[src/rtl/lcd_window_writer_if.sv]
// Pixel-stream and 8080 parallel LCD bus bundle for lcd_window_writer.
// The master side is the writer; the slave side is the pixel source plus the panel.
interface lcd_window_writer_if;
    logic [15:0] pix_data_i;
    logic        pix_valid_i;
    logic        pix_ready_o;
    logic        lcd_cs_o;
    logic        lcd_rs_o;
    logic        lcd_wr_o;
    logic        lcd_rd_o;
    logic [15:0] lcd_data_o;

    modport master (
        input  pix_data_i, pix_valid_i,
        output pix_ready_o, lcd_cs_o, lcd_rs_o, lcd_wr_o, lcd_rd_o, lcd_data_o
    );

    modport slave (
        output pix_data_i, pix_valid_i,
        input  pix_ready_o, lcd_cs_o, lcd_rs_o, lcd_wr_o, lcd_rd_o, lcd_data_o
    );
endinterface

[src/rtl/lcd_window_writer.sv]
// Latches an X/Y window, issues 0x2A/0x2B/0x2C with params on an 8080 bus,
// then streams width*height pixels from a valid/ready source and pulses done.
module lcd_window_writer #(
    parameter int WR_LOW_CYC  = 2,
    parameter int WR_HIGH_CYC = 2
) (
    input  logic        clk_i,
    input  logic        rst_i,
    input  logic        start_i,
    input  logic [63:0] set_x_i,
    input  logic [63:0] set_y_i,
    output logic        busy_o,
    output logic        done_o,
    lcd_window_writer_if.master bus
);

    localparam int WORD_CYC = WR_LOW_CYC + WR_HIGH_CYC;
    localparam int PH_W     = (WORD_CYC > 1) ? $clog2(WORD_CYC) : 1;
    localparam logic [PH_W-1:0] PH_LOW  = PH_W'(WR_LOW_CYC);
    localparam logic [PH_W-1:0] PH_LAST = PH_W'(WORD_CYC - 1);

    typedef enum logic [2:0] {
        S_IDLE, S_LATCH, S_CMD, S_PIX_WAIT, S_PIX_WR, S_DONE
    } state_t;

    state_t          state, state_n;
    logic [3:0]      idx, idx_n;
    logic [PH_W-1:0] ph, ph_n;
    logic [16:0]     cnt, cnt_n;
    logic [63:0]     win_x, win_x_n, win_y, win_y_n;
    logic [15:0]     pix, pix_n;
    logic            busy_q, done_q, ready_q, cs_q, rs_q, wr_q;
    logic            busy_n, done_n, ready_n, cs_n, rs_n, wr_n;
    logic [15:0]     data_q, data_n;
    logic            word_end;

    function automatic logic [16:0] extent(input logic [15:0] sc, input logic [15:0] ec);
        return (ec >= sc) ? ({1'b0, ec} - {1'b0, sc} + 17'd1) : 17'd0;
    endfunction

    function automatic logic [15:0] cmd_word(input logic [3:0] i,
                                             input logic [63:0] x, input logic [63:0] y);
        case (i)
            4'd0:    return 16'h002A;
            4'd1:    return x[63:48];
            4'd2:    return x[47:32];
            4'd3:    return x[31:16];
            4'd4:    return x[15:0];
            4'd5:    return 16'h002B;
            4'd6:    return y[63:48];
            4'd7:    return y[47:32];
            4'd8:    return y[31:16];
            4'd9:    return y[15:0];
            default: return 16'h002C;
        endcase
    endfunction

    always_comb begin
        // NOTE: every signal assigned here gets a default first, so no path can infer a latch.
        state_n  = state;
        idx_n    = idx;
        ph_n     = ph;
        cnt_n    = cnt;
        win_x_n  = win_x;
        win_y_n  = win_y;
        pix_n    = pix;
        word_end = (ph == PH_LAST);

        unique case (state)
            S_IDLE: if (start_i) begin
                win_x_n = set_x_i;
                win_y_n = set_y_i;
                state_n = S_LATCH;
            end
            S_LATCH: begin
                cnt_n   = extent({win_x[55:48], win_x[39:32]}, {win_x[23:16], win_x[7:0]})
                        * extent({win_y[55:48], win_y[39:32]}, {win_y[23:16], win_y[7:0]});
                idx_n   = 4'd0;
                ph_n    = '0;
                state_n = S_CMD;
            end
            S_CMD: begin
                ph_n = word_end ? '0 : ph + 1'b1;
                if (word_end) begin
                    if (idx == 4'd10) state_n = (cnt != 17'd0) ? S_PIX_WAIT : S_DONE;
                    else              idx_n   = idx + 4'd1;
                end
            end
            S_PIX_WAIT: if (bus.pix_valid_i && ready_q) begin
                pix_n   = bus.pix_data_i;
                ph_n    = '0;
                state_n = S_PIX_WR;
            end
            S_PIX_WR: begin
                ph_n = word_end ? '0 : ph + 1'b1;
                if (word_end) begin
                    cnt_n   = cnt - 17'd1;
                    state_n = (cnt == 17'd1) ? S_DONE : S_PIX_WAIT;
                end
            end
            S_DONE:  state_n = S_IDLE;
            default: state_n = S_IDLE;
        endcase

        // Bus outputs are decoded from the next state and registered, so the strobe is glitch-free.
        busy_n  = (state_n != S_IDLE);
        done_n  = (state_n == S_DONE);
        ready_n = (state_n == S_PIX_WAIT);
        cs_n    = !(state_n inside {S_CMD, S_PIX_WAIT, S_PIX_WR});
        wr_n    = !((state_n inside {S_CMD, S_PIX_WR}) && (ph_n < PH_LOW));
        data_n  = data_q;
        rs_n    = rs_q;
        if (state_n == S_CMD) begin
            data_n = cmd_word(idx_n, win_x, win_y);
            rs_n   = !(idx_n inside {4'd0, 4'd5, 4'd10});
        end else if (state_n == S_PIX_WR) begin
            data_n = pix_n;
            rs_n   = 1'b1;
        end
    end

    // NOTE: sequential state uses non-blocking assignments so every register samples pre-edge values.
    always_ff @(posedge clk_i) begin
        if (rst_i) begin
            state   <= S_IDLE;
            busy_q  <= 1'b0;
            done_q  <= 1'b0;
            ready_q <= 1'b0;
            cs_q    <= 1'b1;
            rs_q    <= 1'b1;
            wr_q    <= 1'b1;
            data_q  <= 16'h0000;
        end else begin
            state   <= state_n;
            busy_q  <= busy_n;
            done_q  <= done_n;
            ready_q <= ready_n;
            cs_q    <= cs_n;
            rs_q    <= rs_n;
            wr_q    <= wr_n;
            data_q  <= data_n;
        end
    end

    // NOTE: datapath registers are left unreset; each is loaded before the FSM ever reads it.
    always_ff @(posedge clk_i) begin
        idx   <= idx_n;
        ph    <= ph_n;
        cnt   <= cnt_n;
        win_x <= win_x_n;
        win_y <= win_y_n;
        pix   <= pix_n;
    end

    assign busy_o          = busy_q;
    assign done_o          = done_q;
    assign bus.pix_ready_o = ready_q;
    assign bus.lcd_cs_o    = cs_q;
    assign bus.lcd_rs_o    = rs_q;
    assign bus.lcd_wr_o    = wr_q;
    assign bus.lcd_rd_o    = 1'b1;
    assign bus.lcd_data_o  = data_q;

endmodule

[src/flat_wrapper.sv]
// flat-port wrapper written by rule: the top's interface ports become plain ports
module lcd_window_writer_flat 
#(
    parameter int WR_LOW_CYC  = 2,
    parameter int WR_HIGH_CYC = 2
)
  (clk_i, rst_i, start_i, set_x_i, set_y_i, busy_o, done_o, bus_pix_data_i, bus_pix_valid_i, bus_pix_ready_o, bus_lcd_cs_o, bus_lcd_rs_o, bus_lcd_wr_o, bus_lcd_rd_o, bus_lcd_data_o);
  lcd_window_writer_if bus_i ();
  input  logic clk_i;
  input  logic rst_i;
  input  logic start_i;
  input  logic [63:0] set_x_i;
  input  logic [63:0] set_y_i;
  output logic busy_o;
  output logic done_o;
  input wire logic [$bits(bus_i.pix_data_i)-1:0] bus_pix_data_i;
  input wire logic [$bits(bus_i.pix_valid_i)-1:0] bus_pix_valid_i;
  output wire logic [$bits(bus_i.pix_ready_o)-1:0] bus_pix_ready_o;
  output wire logic [$bits(bus_i.lcd_cs_o)-1:0] bus_lcd_cs_o;
  output wire logic [$bits(bus_i.lcd_rs_o)-1:0] bus_lcd_rs_o;
  output wire logic [$bits(bus_i.lcd_wr_o)-1:0] bus_lcd_wr_o;
  output wire logic [$bits(bus_i.lcd_rd_o)-1:0] bus_lcd_rd_o;
  output wire logic [$bits(bus_i.lcd_data_o)-1:0] bus_lcd_data_o;
  assign bus_i.pix_data_i = bus_pix_data_i;
  assign bus_i.pix_valid_i = bus_pix_valid_i;
  assign bus_pix_ready_o = bus_i.pix_ready_o;
  assign bus_lcd_cs_o = bus_i.lcd_cs_o;
  assign bus_lcd_rs_o = bus_i.lcd_rs_o;
  assign bus_lcd_wr_o = bus_i.lcd_wr_o;
  assign bus_lcd_rd_o = bus_i.lcd_rd_o;
  assign bus_lcd_data_o = bus_i.lcd_data_o;
  lcd_window_writer #(.WR_LOW_CYC(WR_LOW_CYC), .WR_HIGH_CYC(WR_HIGH_CYC)) u_core (.clk_i(clk_i), .rst_i(rst_i), .start_i(start_i), .set_x_i(set_x_i), .set_y_i(set_y_i), .busy_o(busy_o), .done_o(done_o), .bus(bus_i));
endmodule
[config.mk]
export PLATFORM = sky130hd
export DESIGN_NAME = lcd_window_writer_flat
export DESIGN_NICKNAME = d
export VERILOG_FILES = /design/src/rtl/lcd_window_writer_if.sv /design/src/rtl/lcd_window_writer.sv /design/src/flat_wrapper.sv
export SDC_FILE = /design/constraint.sdc
export NUM_CORES = 1
export LEC_CHECK = 0
export BUFFER_PORTS_ARGS = -buffer_cell sky130_fd_sc_hd__buf_2
export CAP_MARGIN = 20
export CORE_MARGIN = 4
export CORE_UTILIZATION = 60
export CTS_CLUSTER_DIAMETER = 40
export DETAILED_ROUTE_END_ITERATION = 10
export GPL_TIMING_DRIVEN = 1
export PLACE_DENSITY_LB_ADDON = 0.08
export SYNTH_ARGS = -nofsm -noshare
export SYNTH_HDL_FRONTEND = slang
export SYNTH_SLANG_ARGS = --single-unit
[constraint.sdc]
create_clock -name clk_i -period 11 [get_ports clk_i]
set_clock_uncertainty 0.2 [all_clocks]
set_input_delay 0 -clock clk_i [delete_from_list [all_inputs] [get_ports clk_i]]
set_output_delay 0 -clock clk_i [all_outputs]
set_load 0.05 [all_outputs]
==> out/summary.txt, run 1 <==
Run status: complete, no violations
DR vias/cell: 5.896
Mapped Area: 15,020 µm²
Die height: 166.2 µm
Length of the first detailed-routing pass in iterations: 6
Clock sinks: 192
FMAX: 0.1116 GHz
Placed cell areas: 16,140 µm²
Critical Path End Type: flip-flop
Final #Nets: 2,177
DRT antenna net count: 0
H-tree Lvls: 4
Flop pwr share: 34.0%
Switch Pwr: 0.001076 W
Hold Vio Cnt, Final: 0
GPL Wtd Cong: 0.9641
Final Setup Violations: 0
Max transition margin: 28.32%
Worst slew pin tran: 1.072 ns
Largest net degree at the start of global routing: 68
Area grow syn2layout: 21.75%
Post-synth EDFFs: 146
Combinational power share: 39.9%
Global route overflow: 0
Yosys reg bits: 192
Overall power consumption: 0.002696 W
Drt wl/cell: 21.36 µm
First-pass GRT wire length: 71,190 µm
Critical path class: flip-flop to flip-flop
Most used cell, CP: fa_1
Post-place setup slack: 2.095 ns
Final setup TNS: 0 ns
Critical path launch point: u_core.win_y[33]
Clock Latency Late Sink: 0.46 ns
Syn_nets: 1,879
Most common cell after layout, fill and taps aside: inv_1
CTS tree: done
Fin util: 74.74%
Via count: 12.59k
Largest cells by area after synthesis: edfxtp_1 (29%), fa_1 (15%), ha_1 (10%)
R2R cell count: 31
Dpl hpwl: 31,800 µm
Register area share after synthesis: 35.33%
Internal: 0.001621 W
Synth async-reset ratio: 0%
IO Count: 171
Clk pwr share: 26.1%
R2r endpoint: u_core.cnt[16]
Max VDD drop: 0.1063 mV
Pwr per Cell Area: 147.5 nW/µm²
# Max-Cap Violations: 0
HP Start: set_y_i[8]
Main flop type after synthesis: edfxtp_1
Die width: 166.2 µm
Via count of the first global-routing pass: 12.99k
Max Slew Vio Count: 0
Fin worst setup slack: 2.041 ns
Minimum clock period: 8.959 ns
Critical Path AT: 8.97 ns
Synth unique cells: 96
CP max stage cell: o21ai_1
Gr usage total: 32.75%
Port Buffers: 169
Row count: 57
Yosys top cell area share: 29.20%
Final wirelength: 45,610 µm
CTS Buffer Depth: 2
Mean Syn Cell Area: 10.02 µm²
CTS Buf Count: 17
Yosys warnings: 0
Starting Density: 61.39%
Most frequent cells in the layout: inv_1 (221), buf_2 (169), nor2_1 (150)
Leading area contributor after synthesis: edfxtp_1
Fin crit share: 81.44%
Gate Count Post-Synth: 1,498
CTS root buf: clkbuf_16
CP startpoint kind: flip-flop
Worst R2R Start: u_core.win_y[33]
Share of cells above drive strength 1: 15.81%
Initial antenna violation count: 2
Post-CTS Setup Bufs: 0
Clk slew on worst S/H paths: 0.10 ns
Req. time, crit path: 11.01 ns
Core region area: 24,460 µm²
Fin area: 18,280 µm²
Crit path to: u_core.cnt[16]
Die area: 27,620 µm²
Switching Share: 39.89%
Hold crit path type: input pin to flip-flop
FF-to-FF setup slack: 2.04 ns
CP Max Fanout: 10
RSZ-0062 raised after global routing: false
Crit-path max cell delay: 0.72 ns
Drt drc: 0
Leakage Power: 8.107 nW
Detailed router's first-iteration violation count: 1,127
[flip-flops by register name, summed over array words and instances (netlist names)]
signal                  count
u_core.win_x               64
u_core.win_y               64
u_core.cnt                 17
u_core.bus.lcd_data_o      16
u_core.pix                 16
u_core.idx                  4
u_core.state                3
u_core.ph                   2
u_core.bus.lcd_cs_o         1
u_core.bus.lcd_rs_o         1
u_core.bus.lcd_wr_o         1
u_core.bus.pix_ready_o      1
u_core.busy_o               1
u_core.done_o               1
[what timing repair did]
item                                   4_1_cts  5_1_grt
endpoints found under the hold margin      171        0
resized for setup                            0        0
hold buffers                               146        0
[kinds of logic (layout without fill, tap and decap cells)]
kind of cell	after synthesis	in the layout	share of synthesized area [%]
flip-flops	192	192	35.33
XOR/XNOR	66	66	4.558
other	1	3	0.02497
AND/OR/NAND/NOR	440	440	13.90
buffers and inverters	272	583	7.107
adder cells (fa/ha/maj)	233	233	24.91
AO/OA/AOI/OAI	268	268	12.31
multiplexers	26	26	1.866
[Yosys cell counts (all sizes together) (16+ instances only)]
library cell / n
a21oi: 78
nand3: 47
dfxtp: 46
o21ai: 56
clkbuf: 41
a22oi: 16
nand2: 119
xor2: 26
fa: 110
nor3: 19
a211oi: 20
nor2: 155
mux2: 16
ha: 123
edfxtp: 146
inv: 223
nand2b: 20
xnor2: 33
[area by class of cell]
| class | instances | area [µm²] |
|---|---|---|
| diodes | 2 | 5.005 |
| multi-input cells | 1034 | 8668 |
| flip-flops and latches | 192 | 5305 |
| inverters | 223 | 837.1 |
| well taps | 324 | 405.4 |
| clock inverters | 15 | 225.2 |
| clock buffers | 17 | 425.4 |
| repair buffers | 328 | 2412 |
| fillers | 1631 | 6178 |
[per-layer routing]
layer / up-vias / routed length (µm) / part of all wire [%] / track usage (%)
li1: 5692 / - / - / -
met1: 6053 / 17100 / 37 / 39.62
met2: 692 / 22610 / 50 / 57.30
met3: 151 / 3397 / 7.4 / 5.118
met4: 0 / 2508 / 5.5 / 15.85
met5: - / 0 / 0 / 0
[power by group through the flow]
stage / Combinational, W / Clock [W] / Sequential, W
4_1_cts: 0.00106 / 0.000692 / 0.000912
6_report: 0.00108 / 0.000704 / 0.000916
3_5_place_dp: 0.00102 / 0 / 0.000928
5_1_grt: 0.00120 / 0.000729 / 0.000921
3_3_place_gp: 0.000999 / 0 / 0.000925
2_1_floorplan: 0.000728 / 0 / 0.000940
[worst max-delay path, delay by kind of cell (launching register included)]
kind | cells | cell delay, ns
fa+ha+maj | 10 | 4.42
compound gates | 6 | 1.55
xor+xnor | 4 | 1.21
simple gates | 5 | 0.54
flops | 1 | 0.45
buf+inv | 6 | 0.35
[worst min-delay path by stage]
| stage | endpoint | slack (ns) | cells after the start |
|---|---|---|---|
| floorplan | u_core.state[2] | -0.12 | 1 |
| global placement | u_core.win_y[55] | -0.02 | 1 |
| detailed placement | u_core.win_y[57] | -0.02 | 1 |
| CTS | u_core.win_y[29] | 0.04 | 2 |
| global route | u_core.win_x[14] | 0.06 | 2 |
| finish | u_core.win_y[8] | 0.05 | 2 |
[per-stage QoR]
step,instances,hold WS (ns)
2_1_floorplan,1498,-0.1208
3_5_place_dp,1953,-0.02190
6_report,2135,0.04556
4_1_cts,2131,0.03841
3_3_place_gp,1953,-0.02397
5_1_grt,2135,0.05894
No activity file was read; power rests on OpenSTA's default activity.
==> run 2, diff against run 1 <==
==> constraint.sdc (replaced) <==
create_clock -name clk_i -period 8.9 [get_ports clk_i]
set_clock_uncertainty 0.2 [all_clocks]
set_input_delay 0 -clock clk_i [delete_from_list [all_inputs] [get_ports clk_i]]
set_output_delay 0 -clock clk_i [all_outputs]
set_load 0.05 [all_outputs]
==> run 2 against run 1 <==
Effect of this change:
- sequential power is 23% higher
- combinational power increased by 26%
- die area did not move
- first-iteration DRC count grew 12%
- non-clock buffer count up 18
- clock power rose by 23%
- design area is 1.1% higher
- wire length about the same
- count of clock-buffer cells in the layout did not move
- total power grew 25%
- via count rose by 1.2%
- cell count grew 0.80%
==> out/summary.txt, run 2 (synthesis gave the netlist of run 1 again) <==
Core region area: 24,460 µm²
Worst R2R Start: u_core.win_x[1]
Combinational power share: 40.6%
Area grow syn2layout: 23.10%
Drt drc: 0
Leakage Power: 8.206 nW
Cell total after placement: 1,966
GPL Wtd Cong: 0.9468
CTS root buf: clkbuf_16
Most frequent cells in the layout: inv_1 (221), buf_2 (169), nor2_1 (149)
FF-to-FF setup slack: 0.40 ns
Pwr per Cell Area: 181.8 nW/µm²
Max transition margin: 22.27%
Dpl hpwl: 31,160 µm
Starting Density: 61.39%
Clk slew on worst S/H paths: 0.10 ns
Final setup TNS: 0 ns
Port Buffers: 169
Clock Latency Late Sink: 0.45 ns
Switching Share: 39.69%
Die width: 166.2 µm
Critical Path AT: 8.48 ns
HP Start: start_i
Hold crit path type: input pin to flip-flop
M3 GR Usage: 5.903%
Clk pwr share: 25.7%
Grt met1 use: 40.50%
Clock sinks: 192
Top flop regs: u_core.win_x (64), u_core.win_y (64), u_core.cnt (17)
Fin area: 18,490 µm²
Critical Path End Type: flip-flop
Max VDD drop: 0.1363 mV
Most used cell, CP: fa_1
Switch Pwr: 0.001334 W
CP max stage cell: fa_1
Met2 Use GR: 54.94%
Busiest grt layer: met2
Max Slew Vio Count: 0
FMAX: 0.1176 GHz
Via count: 12.74k
Crit-path max cell delay: 0.56 ns
Internal: 0.002027 W
Final #Nets: 2,195
First-pass GRT wire length: 71,750 µm
Placed cell areas: 16,240 µm²
Via count of the first global-routing pass: 13.26k
Length of the first detailed-routing pass in iterations: 6
Gr usage total: 32.80%
Final wirelength: 45,640 µm
CTS Buffer Depth: 2
Final Setup Violations: 0
DRT antenna net count: 0
Run status: complete, no violations
Critical path class: flip-flop to flip-flop
Row count: 57
Die area: 27,620 µm²
IO Count: 171
Req. time, crit path: 8.88 ns
Largest net degree at the start of global routing: 82
Fin crit share: 95.51%
Most common cell after layout, fill and taps aside: inv_1
H-tree Lvls: 4
CTS tree: done
Share of cells above drive strength 1: 17.62%
# Max-Cap Violations: 0
Hold Vio Cnt, Final: 0
Drt wl/cell: 21.21 µm
Die height: 166.2 µm
Flop pwr share: 33.7%
CP startpoint kind: flip-flop
CP Max Fanout: 5
Minimum clock period: 8.500 ns
Non-Filler Instances: 2,152
Fin util: 75.57%
Hold slack: 0.01413 ns
Worst slew pin tran: 1.162 ns
Detailed router's first-iteration violation count: 1,264
Critical path launch point: u_core.win_x[1]
Global route overflow: 0
CTS Buf Count: 17
Initial antenna violation count: 0
DR vias/cell: 5.920
-- run 2: power by group through the flow --
stage          logic, W  clock network (W)  registers (W)
2_1_floorplan  0.000900                  0        0.00116
3_3_place_gp    0.00124                  0        0.00114
3_5_place_dp    0.00127                  0        0.00114
4_1_cts         0.00133           0.000857        0.00113
5_1_grt         0.00152           0.000902        0.00114
6_report        0.00136           0.000865        0.00113
-- run 2: final timing paths --
path / end / depth (start not counted)
worst max register to register: u_core.cnt[16] / 30
worst min register to register: u_core.pix[0] / 1
worst max-delay path: u_core.cnt[16] / 30
worst min-delay path: u_core.win_x[35] / 2
-- run 2: repair_timing --
| item | in CTS | in global routing |
|---|---|---|
| hold endpoints to repair | 171 | 0 |
| endpoints found under the setup margin | 0 | 1 |
| hold buffers | 146 | 0 |
| gates resized for setup | 0 | 20 |
| setup buffers | 0 | 6 |
-- run 2: through the flow --
stage                     setup WS (ns)  total power, W
after floorplan                  0.6853        0.002062
after global placement           0.3445        0.002383
after detailed placement         0.2284        0.002414
after CTS                        0.2435        0.003309
after global routing           -0.04708        0.003557
final                            0.3999        0.003360
-- run 2: critical path: cells and delay by family, from the launching register on --
family / cells / cell delay (ns)
flops: 1 / 0.38
buf+inv: 5 / 0.27
compound gates: 5 / 0.85
fa+ha+maj: 10 / 4.15
simple gates: 5 / 1.10
xor+xnor: 5 / 1.28
-- run 2: metal layers --
metal	vias up	part of all wire, %	routed length (µm)
met5	-	0	0
met4	0	6.1	2802
met3	182	7.7	3517
met2	741	48	22020
met1	6083	38	17300
li1	5733	-	-
-- run 2: layout make-up --
| class | count | area (µm²) |
|---|---|---|
| Multi-Input combinational cell | 1034 | 8735 |
| Fill cell | 1624 | 5977 |
| Sequential cell | 192 | 5305 |
| Timing Repair Buffer | 346 | 2547 |
| Inverter | 223 | 837.1 |
| Clock buffer | 17 | 425.4 |
| Tap cell | 324 | 405.4 |
| Clock inverter | 15 | 227.7 |
| Antenna cell | 1 | 2.502 |
